<file path="src/rtl/regfile_wb_sched_pkg.sv">
// Shared encodings for the register-file write-back scheduler.
// Holds the PC select codes, the PC register address and the regfile address width.
package regfile_wb_sched_pkg;

    localparam int RF_AW = 4;

    typedef logic [RF_AW-1:0] rf_addr_t;

    localparam logic [1:0] SEL_PC_INC   = 2'b00;
    localparam logic [1:0] SEL_PC_START = 2'b01;
    localparam logic [1:0] SEL_PC_DP    = 2'b11;

    localparam rf_addr_t PC_ADDR = 4'd15;

endpackage

</file>
<file path="src/rtl/regfile_wb_sched_ld_dest_fifo.sv">
// Destination-register FIFO for outstanding loads, popped in issue order.
// Full and empty are derived from the occupancy count; pointers wrap modulo DEPTH.
module ld_dest_fifo
    import regfile_wb_sched_pkg::*;
#(
    parameter int DEPTH = 4,
    localparam int PW = $clog2(DEPTH),
    localparam int CW = PW + 1
) (
    input  logic          clk,
    input  logic          rst_n,
    input  logic          push,
    input  rf_addr_t      push_addr,
    input  logic          pop,
    output rf_addr_t      head,
    output logic [CW-1:0] count,
    output logic          full,
    output logic          empty
);

    rf_addr_t        mem_q [DEPTH];
    rf_addr_t        mem_d [DEPTH];
    logic [PW-1:0]   wr_ptr_q, wr_ptr_d;
    logic [PW-1:0]   rd_ptr_q, rd_ptr_d;
    logic [CW-1:0]   count_q, count_d;
    logic            do_push, do_pop;

    assign full    = (count_q == CW'(DEPTH));
    assign empty   = (count_q == '0);
    assign do_push = push && !full;
    assign do_pop  = pop && !empty;
    assign head    = mem_q[rd_ptr_q];
    assign count   = count_q;

    always_comb begin
        mem_d    = mem_q;
        wr_ptr_d = wr_ptr_q;
        rd_ptr_d = rd_ptr_q;
        if (do_push) begin
            mem_d[wr_ptr_q] = push_addr;
            wr_ptr_d        = wr_ptr_q + 1'b1;
        end
        if (do_pop) begin
            rd_ptr_d = rd_ptr_q + 1'b1;
        end
        count_d = count_q + CW'(do_push) - CW'(do_pop);
    end

    always_ff @(posedge clk or negedge rst_n) begin
        if (!rst_n) begin
            for (int i = 0; i < DEPTH; i++) begin
                mem_q[i] <= '0;
            end
            wr_ptr_q <= '0;
            rd_ptr_q <= '0;
            count_q  <= '0;
        end else begin
            mem_q    <= mem_d;
            wr_ptr_q <= wr_ptr_d;
            rd_ptr_q <= rd_ptr_d;
            count_q  <= count_d;
        end
    end

endmodule

</file>
<file path="src/rtl/regfile_wb_sched.sv">
// Write-back scheduler and load scoreboard in front of the 16-entry register file.
// Routes ALU results and load returns to the regfile ports and arbitrates PC loads.
module regfile_wb_sched
    import regfile_wb_sched_pkg::*;
#(
    parameter int DEPTH = 4,
    parameter int PC_W  = 7,
    localparam int CW = $clog2(DEPTH) + 1
) (
    input  logic            clk,
    input  logic            rst_n,
    input  logic            alu_valid,
    output logic            alu_ready,
    input  logic [3:0]      alu_addr,
    input  logic [31:0]     alu_data,
    input  logic            ld_issue,
    output logic            ld_issue_ready,
    input  logic [3:0]      ld_issue_addr,
    input  logic            ld_ret_valid,
    input  logic [31:0]     ld_ret_data,
    input  logic [3:0]      rd_addr_a,
    input  logic [3:0]      rd_addr_b,
    input  logic [3:0]      rd_addr_s,
    input  logic [3:0]      rd_addr_st,
    output logic            hazard,
    input  logic            pc_start,
    input  logic            pc_step,
    output logic [31:0]     w_data1,
    output logic [3:0]      w_addr1,
    output logic            w_en1,
    output logic [31:0]     w_data_ldr,
    output logic [3:0]      w_addr_ldr,
    output logic            w_en_ldr,
    output logic            load_pc,
    output logic [1:0]      sel_pc,
    output logic [PC_W-1:0] dp_pc,
    output logic [CW-1:0]   ld_pending,
    output logic            ret_err
);

    logic [15:0]     busy_q, busy_d;
    logic [31:0]     w_data1_q, w_data1_d;
    rf_addr_t        w_addr1_q, w_addr1_d;
    logic            w_en1_q, w_en1_d;
    logic [31:0]     w_data_ldr_q, w_data_ldr_d;
    rf_addr_t        w_addr_ldr_q, w_addr_ldr_d;
    logic            w_en_ldr_q, w_en_ldr_d;
    logic            load_pc_q, load_pc_d;
    logic [1:0]      sel_pc_q, sel_pc_d;
    logic [PC_W-1:0] dp_pc_q, dp_pc_d;
    logic            ret_err_q, ret_err_d;

    rf_addr_t        fifo_head;
    logic [CW-1:0]   fifo_count;
    logic            fifo_full, fifo_empty;

    logic            alu_acc, issue_acc, ret_pop, ret_bad;
    logic            alu_redir, ld_redir;

    assign alu_ready      = !busy_q[alu_addr];
    assign ld_issue_ready = !fifo_full && !busy_q[ld_issue_addr];
    assign hazard         = busy_q[rd_addr_a] | busy_q[rd_addr_b]
                          | busy_q[rd_addr_s] | busy_q[rd_addr_st];

    assign alu_acc   = alu_valid && alu_ready;
    assign issue_acc = ld_issue && ld_issue_ready;
    assign ret_pop   = ld_ret_valid && !fifo_empty;
    assign ret_bad   = ld_ret_valid && fifo_empty;
    // busy[15] blocks the ALU, so these two can never both be set.
    assign alu_redir = alu_acc && (alu_addr == PC_ADDR);
    assign ld_redir  = ret_pop && (fifo_head == PC_ADDR);

    ld_dest_fifo #(.DEPTH(DEPTH)) u_ld_dest_fifo (
        .clk       (clk),
        .rst_n     (rst_n),
        .push      (issue_acc),
        .push_addr (ld_issue_addr),
        .pop       (ret_pop),
        .head      (fifo_head),
        .count     (fifo_count),
        .full      (fifo_full),
        .empty     (fifo_empty)
    );

    always_comb begin
        busy_d = busy_q;
        if (ret_pop) begin
            busy_d[fifo_head] = 1'b0;
        end
        if (issue_acc) begin
            busy_d[ld_issue_addr] = 1'b1;
        end

        w_en1_d   = 1'b0;
        w_addr1_d = w_addr1_q;
        w_data1_d = w_data1_q;
        if (alu_acc && !alu_redir) begin
            w_en1_d   = 1'b1;
            w_addr1_d = alu_addr;
            w_data1_d = alu_data;
        end

        w_en_ldr_d   = 1'b0;
        w_addr_ldr_d = w_addr_ldr_q;
        w_data_ldr_d = w_data_ldr_q;
        if (ret_pop && !ld_redir) begin
            w_en_ldr_d   = 1'b1;
            w_addr_ldr_d = fifo_head;
            w_data_ldr_d = ld_ret_data;
        end

        load_pc_d = 1'b0;
        sel_pc_d  = sel_pc_q;
        dp_pc_d   = dp_pc_q;
        if (pc_start) begin
            load_pc_d = 1'b1;
            sel_pc_d  = SEL_PC_START;
        end else if (alu_redir) begin
            load_pc_d = 1'b1;
            sel_pc_d  = SEL_PC_DP;
            dp_pc_d   = alu_data[PC_W-1:0];
        end else if (ld_redir) begin
            load_pc_d = 1'b1;
            sel_pc_d  = SEL_PC_DP;
            dp_pc_d   = ld_ret_data[PC_W-1:0];
        end else if (pc_step) begin
            load_pc_d = 1'b1;
            sel_pc_d  = SEL_PC_INC;
        end

        ret_err_d = ret_err_q | ret_bad;
    end

    always_ff @(posedge clk or negedge rst_n) begin
        if (!rst_n) begin
            busy_q       <= '0;
            w_data1_q    <= '0;
            w_addr1_q    <= '0;
            w_en1_q      <= 1'b0;
            w_data_ldr_q <= '0;
            w_addr_ldr_q <= '0;
            w_en_ldr_q   <= 1'b0;
            load_pc_q    <= 1'b0;
            sel_pc_q     <= SEL_PC_INC;
            dp_pc_q      <= '0;
            ret_err_q    <= 1'b0;
        end else begin
            busy_q       <= busy_d;
            w_data1_q    <= w_data1_d;
            w_addr1_q    <= w_addr1_d;
            w_en1_q      <= w_en1_d;
            w_data_ldr_q <= w_data_ldr_d;
            w_addr_ldr_q <= w_addr_ldr_d;
            w_en_ldr_q   <= w_en_ldr_d;
            load_pc_q    <= load_pc_d;
            sel_pc_q     <= sel_pc_d;
            dp_pc_q      <= dp_pc_d;
            ret_err_q    <= ret_err_d;
        end
    end

    assign w_data1    = w_data1_q;
    assign w_addr1    = w_addr1_q;
    assign w_en1      = w_en1_q;
    assign w_data_ldr = w_data_ldr_q;
    assign w_addr_ldr = w_addr_ldr_q;
    assign w_en_ldr   = w_en_ldr_q;
    assign load_pc    = load_pc_q;
    assign sel_pc     = sel_pc_q;
    assign dp_pc      = dp_pc_q;
    assign ld_pending = fifo_count;
    assign ret_err    = ret_err_q;

endmodule

</file>
<file path="config.mk">
export PLATFORM = sky130hd
export DESIGN_NAME = regfile_wb_sched
export DESIGN_NICKNAME = d
export VERILOG_FILES = /design/src/rtl/regfile_wb_sched_pkg.sv /design/src/rtl/regfile_wb_sched_ld_dest_fifo.sv /design/src/rtl/regfile_wb_sched.sv
export SDC_FILE = /design/constraint.sdc
export NUM_CORES = 1
export LEC_CHECK = 0
export CAP_MARGIN = 5
export CORE_MARGIN = 3
export CORE_UTILIZATION = 52
export CTS_BUF_LIST = sky130_fd_sc_hd__clkbuf_2
export CTS_CLUSTER_SIZE = 28
export DETAILED_ROUTE_END_ITERATION = 7
export PLACE_DENSITY = 0.95
export RECOVER_POWER = 50
export SETUP_SLACK_MARGIN = 0.15
export SYNTH_ARGS = -nofsm -noshare
export SYNTH_HDL_FRONTEND = slang
export SYNTH_SLANG_ARGS = --single-unit
</file>
<file path="constraint.sdc">
create_clock -name clk -period 4.1 [get_ports clk]
set_input_delay 0.82 -clock clk [delete_from_list [all_inputs] [get_ports clk]]
set_output_delay 0.82 -clock clk [all_outputs]
set_load 0.05 [all_outputs]
</file>
==> summary.md, run 1 <==
| Metric | Value |
|---|---|
| CTS hold repair buffers | 0 |
| Worst setup endpoint | alu_ready |
| Main synth FF type | dfrtp_1 |
| Setup-failing EPs final | 0 |
| Iter 0 DRT Violations | 308 |
| Die area | ~0.013 mm² |
| Initial antenna violation count | 0 |
| Number of synthesized flops with an enable pin | 0 |
| R2r setup slk | 0.40 ns |
| GRT Util Overall | around 26% |
| Yosys warning count | 0 |
| Number of synthesized register bits | 124 |
| Hold slack | 0.487 ns |
| Placed Instances | 723 |
| VDD IR-drop max | ~0.00058 V |
| Resized cells post-CTS | 0 |
| Req. time, crit path | 3.28 ns |
| R2r startpoint | u_ld_dest_fifo.rd_ptr_q[0] |
| Commonest non-fill, non-tap cell in the layout | clkdlybuf4s50_1 |
| Cell taking the most area after synthesis | dfrtp_1 |
| PwrDens | 880 mW/mm² |
| Clk Latency, worst-skew pair | 0.66 ns |
| Core Rows | 38 |
| Core Footprint | about 0.011 mm² |
| Slew @ Worst Pin | 2.24 ns |
| Sequential fraction of the synthesis area | 52.3% |
| Status | complete, but fails checks |
| Initial core utilization | between 50% and 60% |
| Hpwl dp | 11700 µm |
| Lkg Pwr | 3.38 nW |
| Layout Cells excl Fill | approximately 760 |
| Clk slew on worst S/H paths | 0.17 ns |
| Failing checks | capacitance limit, slew limit |
| Largest net degree at the start of global routing | 77 |
| Fin. Hold Viols | 0 |
| CP Launch Type | primary input |
| Die H | 113 µm |
| RR Endpoint | w_data_ldr[27] |
| H-Tree Depth | 4 |
| WP data arrival | roughly 3.0 ns |
| Tcrit/Tclk final | 92.9% |
| Io pins | 186 |
| Mean number of vias per cell | 5.81 |
| Post-Syn Nets | 509 |
| Antenna Cells | 0 |
| CP Max Fanout | 6 |
| P&R area growth vs syn | 37.1% |
| Setup TNS | 0 ns |
| Crit. End Element | output pin |
| TritonCTS clock tree | yes |
| Mapped cell area | between 0.005 and 0.006 mm² |
| CTS root buf | clkbuf_2 |
| Antenna Nets Post-Route | 0 |
| Reg2Reg Depth | 5 |
| GR Overflow Total | 0 |
| WS Path Type | primary input to output pin |
| Num CTS Buffers | 17 |
| Final max-slew violation count | 95 |
| Largest buffer count on any clock path | 2 |
| Final GP Congestion | 0.909 |
| Max cap viols | 2 |
| Vias in the first global route | between 4000 and 5000 |
| Highest-count cells in the layout ignoring fill and taps | clkdlybuf4s50_1, dfrtp_1, mux2_2 |
| Layout cells sized above 1 | 24.2% |
| CTS sink count | 124 |
| First-pass GRT wire length | approximately 25000 µm |
| Routed wire length | about 16000 µm |
| Chip width | 113 µm |
| Netlist cell types | 41 |
| Max Clock Skew | approximately 0.031 ns |
| Post-Syn Instances | 407 |
| DR vias | 4385 |
| Unrepaired setup endpoints after global routing | false |
| FFs w/ async S/R, synth | 100% |
| Synth area leaders | dfrtp_1, mux2_2, mux4_2 |
| Normalized max-slew margin | -49.9% |
| Hold path start | ret_err |
| Port Buffers | 185 |
| Fin crit period | 3.81 ns |
| DRC | 0 |
| Min-Delay Path Class | flip-flop to flip-flop |
| Fillers | slightly above 700 |
| Critical Path Source | alu_addr[2] |
| Yosys top cell area share | 52.3% |
| Postcts setup bufs | 0 |
| # nets final | 704 |
| FMAX | 0.263 GHz |
| Mean area per synthesized cell | 14.6 µm² |
| TritonRoute pass-1 iters | 5 |
| Avg WL per Cell | 21.0 µm |
[through the flow]
stage	cell area, µm²	power (mW)	setup slack [ns]	util [%]
floorplan	5940	4.92	0.319	-
global placement	7920	6.18	0.399	72.1
detailed placement	7920	6.35	0.363	72.1
CTS	8200	7.22	0.352	74.7
global route	8140	7.51	0.194	74.1
finish	8140	7.17	0.291	74.1
[cell families after synthesis]
group / after synthesis / synth area share (%)
XOR/XNOR: 5 / 0.737
flip-flops: 124 / 52.3
buffers and inverters: 22 / 2.89
multiplexers: 118 / 29.3
AND/OR/NAND/NOR: 64 / 5.48
AO/OA/AOI/OAI: 67 / 7.77
adder cells (fa/ha/maj): 7 / 1.60
[synth_stat cells (all sizes together) (3+ instances only)]
cell    number
mux2        85
xnor2        5
o22a        19
or3          3
ha           6
o21ai       34
clkbuf       4
nand2       18
buf         10
nand3b       5
inv          8
a31oi        3
nand2b       7
mux4        27
dfrtp      124
nor2        14
mux2i        6
nand3        7
[worst min-delay path by stage]
stage / end / slack [ns] / cells after the start
5_1_grt: ret_err / 0.52 / 1
6_report: ret_err / 0.49 / 1
2_1_floorplan: u_ld_dest_fifo.mem_q[4] / 0.47 / 1
3_5_place_dp: ret_err / 0.45 / 1
4_1_cts: w_data_ldr[20] / 0.28 / 1
3_3_place_gp: ret_err / 0.44 / 1
[power by group]
part | internal (mW) | leakage [nW] | total, mW | switching, mW
clock | 0.405 | 0.158 | 0.865 | 0.461
sequential | 1.78 | 1.47 | 2.26 | 0.485
combinational | 1.68 | 1.75 | 4.04 | 2.37
total | 3.86 | 3.38 | 7.17 | 3.31
[metal layers]
| metal | vias to the layer above | global-route usage (%) | wire length (µm) |
|---|---|---|---|
| met5 | - | 0 | 0 |
| met4 | 0 | 9.13 | 459 |
| met3 | 34 | 7.54 | 1340 |
| met2 | 234 | 45.2 | 8320 |
| met1 | 2196 | 29.9 | 5730 |
| li1 | 1921 | - | - |
[area by class of cell]
class	count	area [µm²]	share of cell area, %
inverter	8	30.0	0.369
multi-input combinational	261	2640	32.4
sequential	124	3100	38.1
timing repair buffer	190	1910	23.5
tap	140	175	2.15
clock inverter	14	195	2.40
clock buffer	18	90.1	1.11
[registers in the layout, indices dropped and copies added (netlist names)]
name                     flops
w_en_ldr                     1
u_ld_dest_fifo.wr_ptr_q      2
u_ld_dest_fifo.mem_q        16
w_addr1                      4
load_pc                      1
w_data_ldr                  32
w_data1                     32
ret_err                      1
dp_pc                        7
w_en1                        1
w_addr_ldr                   4
busy_q                      16
u_ld_dest_fifo.rd_ptr_q      2
u_ld_dest_fifo.count         3
sel_pc                       2
[critical path, cell delays in order]
cell and delay (ns):
dlygate4sd3_1 0.72, mux4_1 0.60, mux2_1 0.34, mux2i_1 0.32, buf_12 0.19
No activity file was read; power rests on OpenSTA's default activity.
==> inputs of run 2 (changes only) <==
--- a/config.mk
+++ b/config.mk
@@ -5,8 +5,8 @@
 export SDC_FILE = /design/constraint.sdc
 export NUM_CORES = 1
 export LEC_CHECK = 0
-export CAP_MARGIN = 5
-export CORE_MARGIN = 3
+export CAP_MARGIN = 15
+export CORE_MARGIN = 5
 export CORE_UTILIZATION = 52
 export CTS_BUF_LIST = sky130_fd_sc_hd__clkbuf_2
 export CTS_CLUSTER_SIZE = 28
@@ -14,6 +14,7 @@
 export PLACE_DENSITY = 0.95
 export RECOVER_POWER = 50
 export SETUP_SLACK_MARGIN = 0.15
+export SLEW_MARGIN = 20
 export SYNTH_ARGS = -nofsm -noshare
 export SYNTH_HDL_FRONTEND = slang
 export SYNTH_SLANG_ARGS = --single-unit
==> run 2 against run 1 <==
Effect of this change: the run still ends with capacitance limit, slew limit left; design area grew 0.22%; highest routed layer unchanged; largest cell class unchanged; total power is essentially flat; global-route usage is 1.6 points lower; flip-flop and latch count unchanged.
==> summary.md, run 2 (synthesis results as in run 1) <==
| Metric | Value |
|---|---|
| Status | complete, but fails checks |
| Failing checks | capacitance limit, slew limit |
| Postcts setup bufs | 0 |
| Chip width | 117 µm |
| TritonRoute pass-1 iters | 4 |
| CP Buf/Inv Count | 3 |
| Hpwl dp | 11900 µm |
| First-pass GRT wire length | approximately 25000 µm |
| CP Max Fanout | 12 |
| Final GP Congestion | just over 0.9 |
| Reg2Reg Depth | 5 |
| DR vias | 4341 |
| Critical Path Stages | 6 |
| CTS sink count | 124 |
| Iter 0 DRT Violations | 348 |
| Antenna Cells | 0 |
| Placed Instances | 726 |
| Crit-path slowest cell | dlygate4sd3_1 |
| CTS root buf | clkbuf_2 |
| Met3 usage | 7.87% |
| Highest-count cells in the layout ignoring fill and taps | clkdlybuf4s50_1, dfrtp_1, mux2_2 |
| Largest buffer count on any clock path | 2 |
| Final instance area | 0.00816 mm² |
| Vias in the first global route | 4672 |
| Max cap viols | 2 |
| Die H | 117 µm |
| DRC | 0 |
| P&R area growth vs syn | 37.4% |
| # nets final | 704 |
| Num CTS Buffers | 17 |
| Layout Cells excl Fill | 757 |
| Req. time, crit path | 3.28 ns |
| GR Util met1 | 28.1% |
| Layout cells sized above 1 | a little under a quarter |
| M2 GR Usage | 41.4% |
| WS Path Type | primary input to output pin |
| Post-Place Cell Area | 0.00791 mm² |
| TritonCTS clock tree | yes |
| Min-Delay Path Class | flip-flop to flip-flop |
| Crit-path leading delay family | buffers and inverters |
| Lkg Pwr | between 3 and 4 nW |
| Normalized max-slew margin | -135% |
| CTS hold repair buffers | 0 |
| Initial core utilization | 52.5% |
| Largest net degree at the start of global routing | 66 |
| VDD IR-drop max | 0.000580 V |
| Crit. End Element | output pin |
| Max Clock Skew | 0.0249 ns |
| Fin. Hold Viols | 0 |
| Setup TNS | 0 ns |
| Final max-slew violation count | 103 |
| Clk slew on worst S/H paths | 0.15 ns |
| Antenna Nets Post-Route | 0 |
| FMAX | between 0.2 and 0.3 GHz |
| Io pins | 186 |
| GR Overflow Total | 0 |
| PwrDens | 879 mW/mm² |
| Avg WL per Cell | around 21 µm |
| GRT Util Overall | 24.1% |
| Clk Latency, worst-skew pair | 0.66 ns |
| Routed wire length | 15800 µm |
| Crit-path max cell delay | 0.81 ns |
| Unrepaired setup endpoints after global routing | false |
| Slew @ Worst Pin | 3.53 ns |
| WP data arrival | 3.00 ns |
| Setup-failing EPs final | 0 |
| Top Usage Layer GRT | met2 |
| H-Tree Depth | 4 |
| Mean number of vias per cell | 5.73 |
| Core Rows | 39 |
| CP cell instances | dlygate4sd3_1 -> mux4_2 -> mux2_1 -> a211oi_1 -> buf_4 -> buf_12 |
| Die area | between 0.01 and 0.015 mm² |
| Final core utilization | 72.1% |
| Commonest non-fill, non-tap cell in the layout | clkdlybuf4s50_1 |
| Overall Power | slightly above 7 mW |
| Tcrit/Tclk final | between 90% and 100% |
| Hold depth | 1 |
| Core Footprint | between 0.01 and 0.015 mm² |
| CP Launch Type | primary input |
| Initial antenna violation count | 0 |
| Fin crit period | between 3 and 4 ns |
| Port Buffers | 185 |
-- run 2: metrics by stage --
step | setup slack (ns) | hold slack, ns
2_1_floorplan | 0.319 | 0.474
3_5_place_dp | 0.176 | 0.447
3_3_place_gp | 0.238 | 0.443
6_report | 0.282 | 0.480
4_1_cts | 0.154 | 0.194
5_1_grt | 0.167 | 0.503
-- run 2: power by group --
group	switching [mW]	internal, mW
Sequential	0.484	1.78
Combinational	2.36	1.68
Clock	0.416	0.456
-- run 2: repair_timing --
action	4_1_cts	5_1_grt
endpoints found under the setup margin	0	1
endpoints found under the hold margin	0	0
gates resized for setup	0	1
-- run 2: area by class of cell --
cell class	instances	area, µm²
inverter	8	30.0
clock buffer	20	100
fill	771	3160
clock inverter	11	174
timing repair buffer	190	1920
tap	143	179
sequential	124	3100
multi-input combinational	261	2650
-- run 2: per-layer routing --
metal	vias to the layer above	part of all wire, %	routed length, µm
met5	-	0	0
met1	2156	37	5810
met3	27	10	1610
met2	231	51	8070
li1	1927	-	-
met4	0	1.9	297
-- run 2: worst paths after layout --
check,slack (ns),end,startpoint
min reg2reg,0.48,ret_err,ret_err
min,0.48,ret_err,ret_err
max in group asynchronous,0.78,busy_q[13],rst_n
max reg2reg,0.45,w_data_ldr[26],u_ld_dest_fifo.rd_ptr_q[0]
max,0.28,ld_issue_ready,ld_issue_addr[1]
min in group asynchronous,1.34,u_ld_dest_fifo.mem_q[12],rst_n
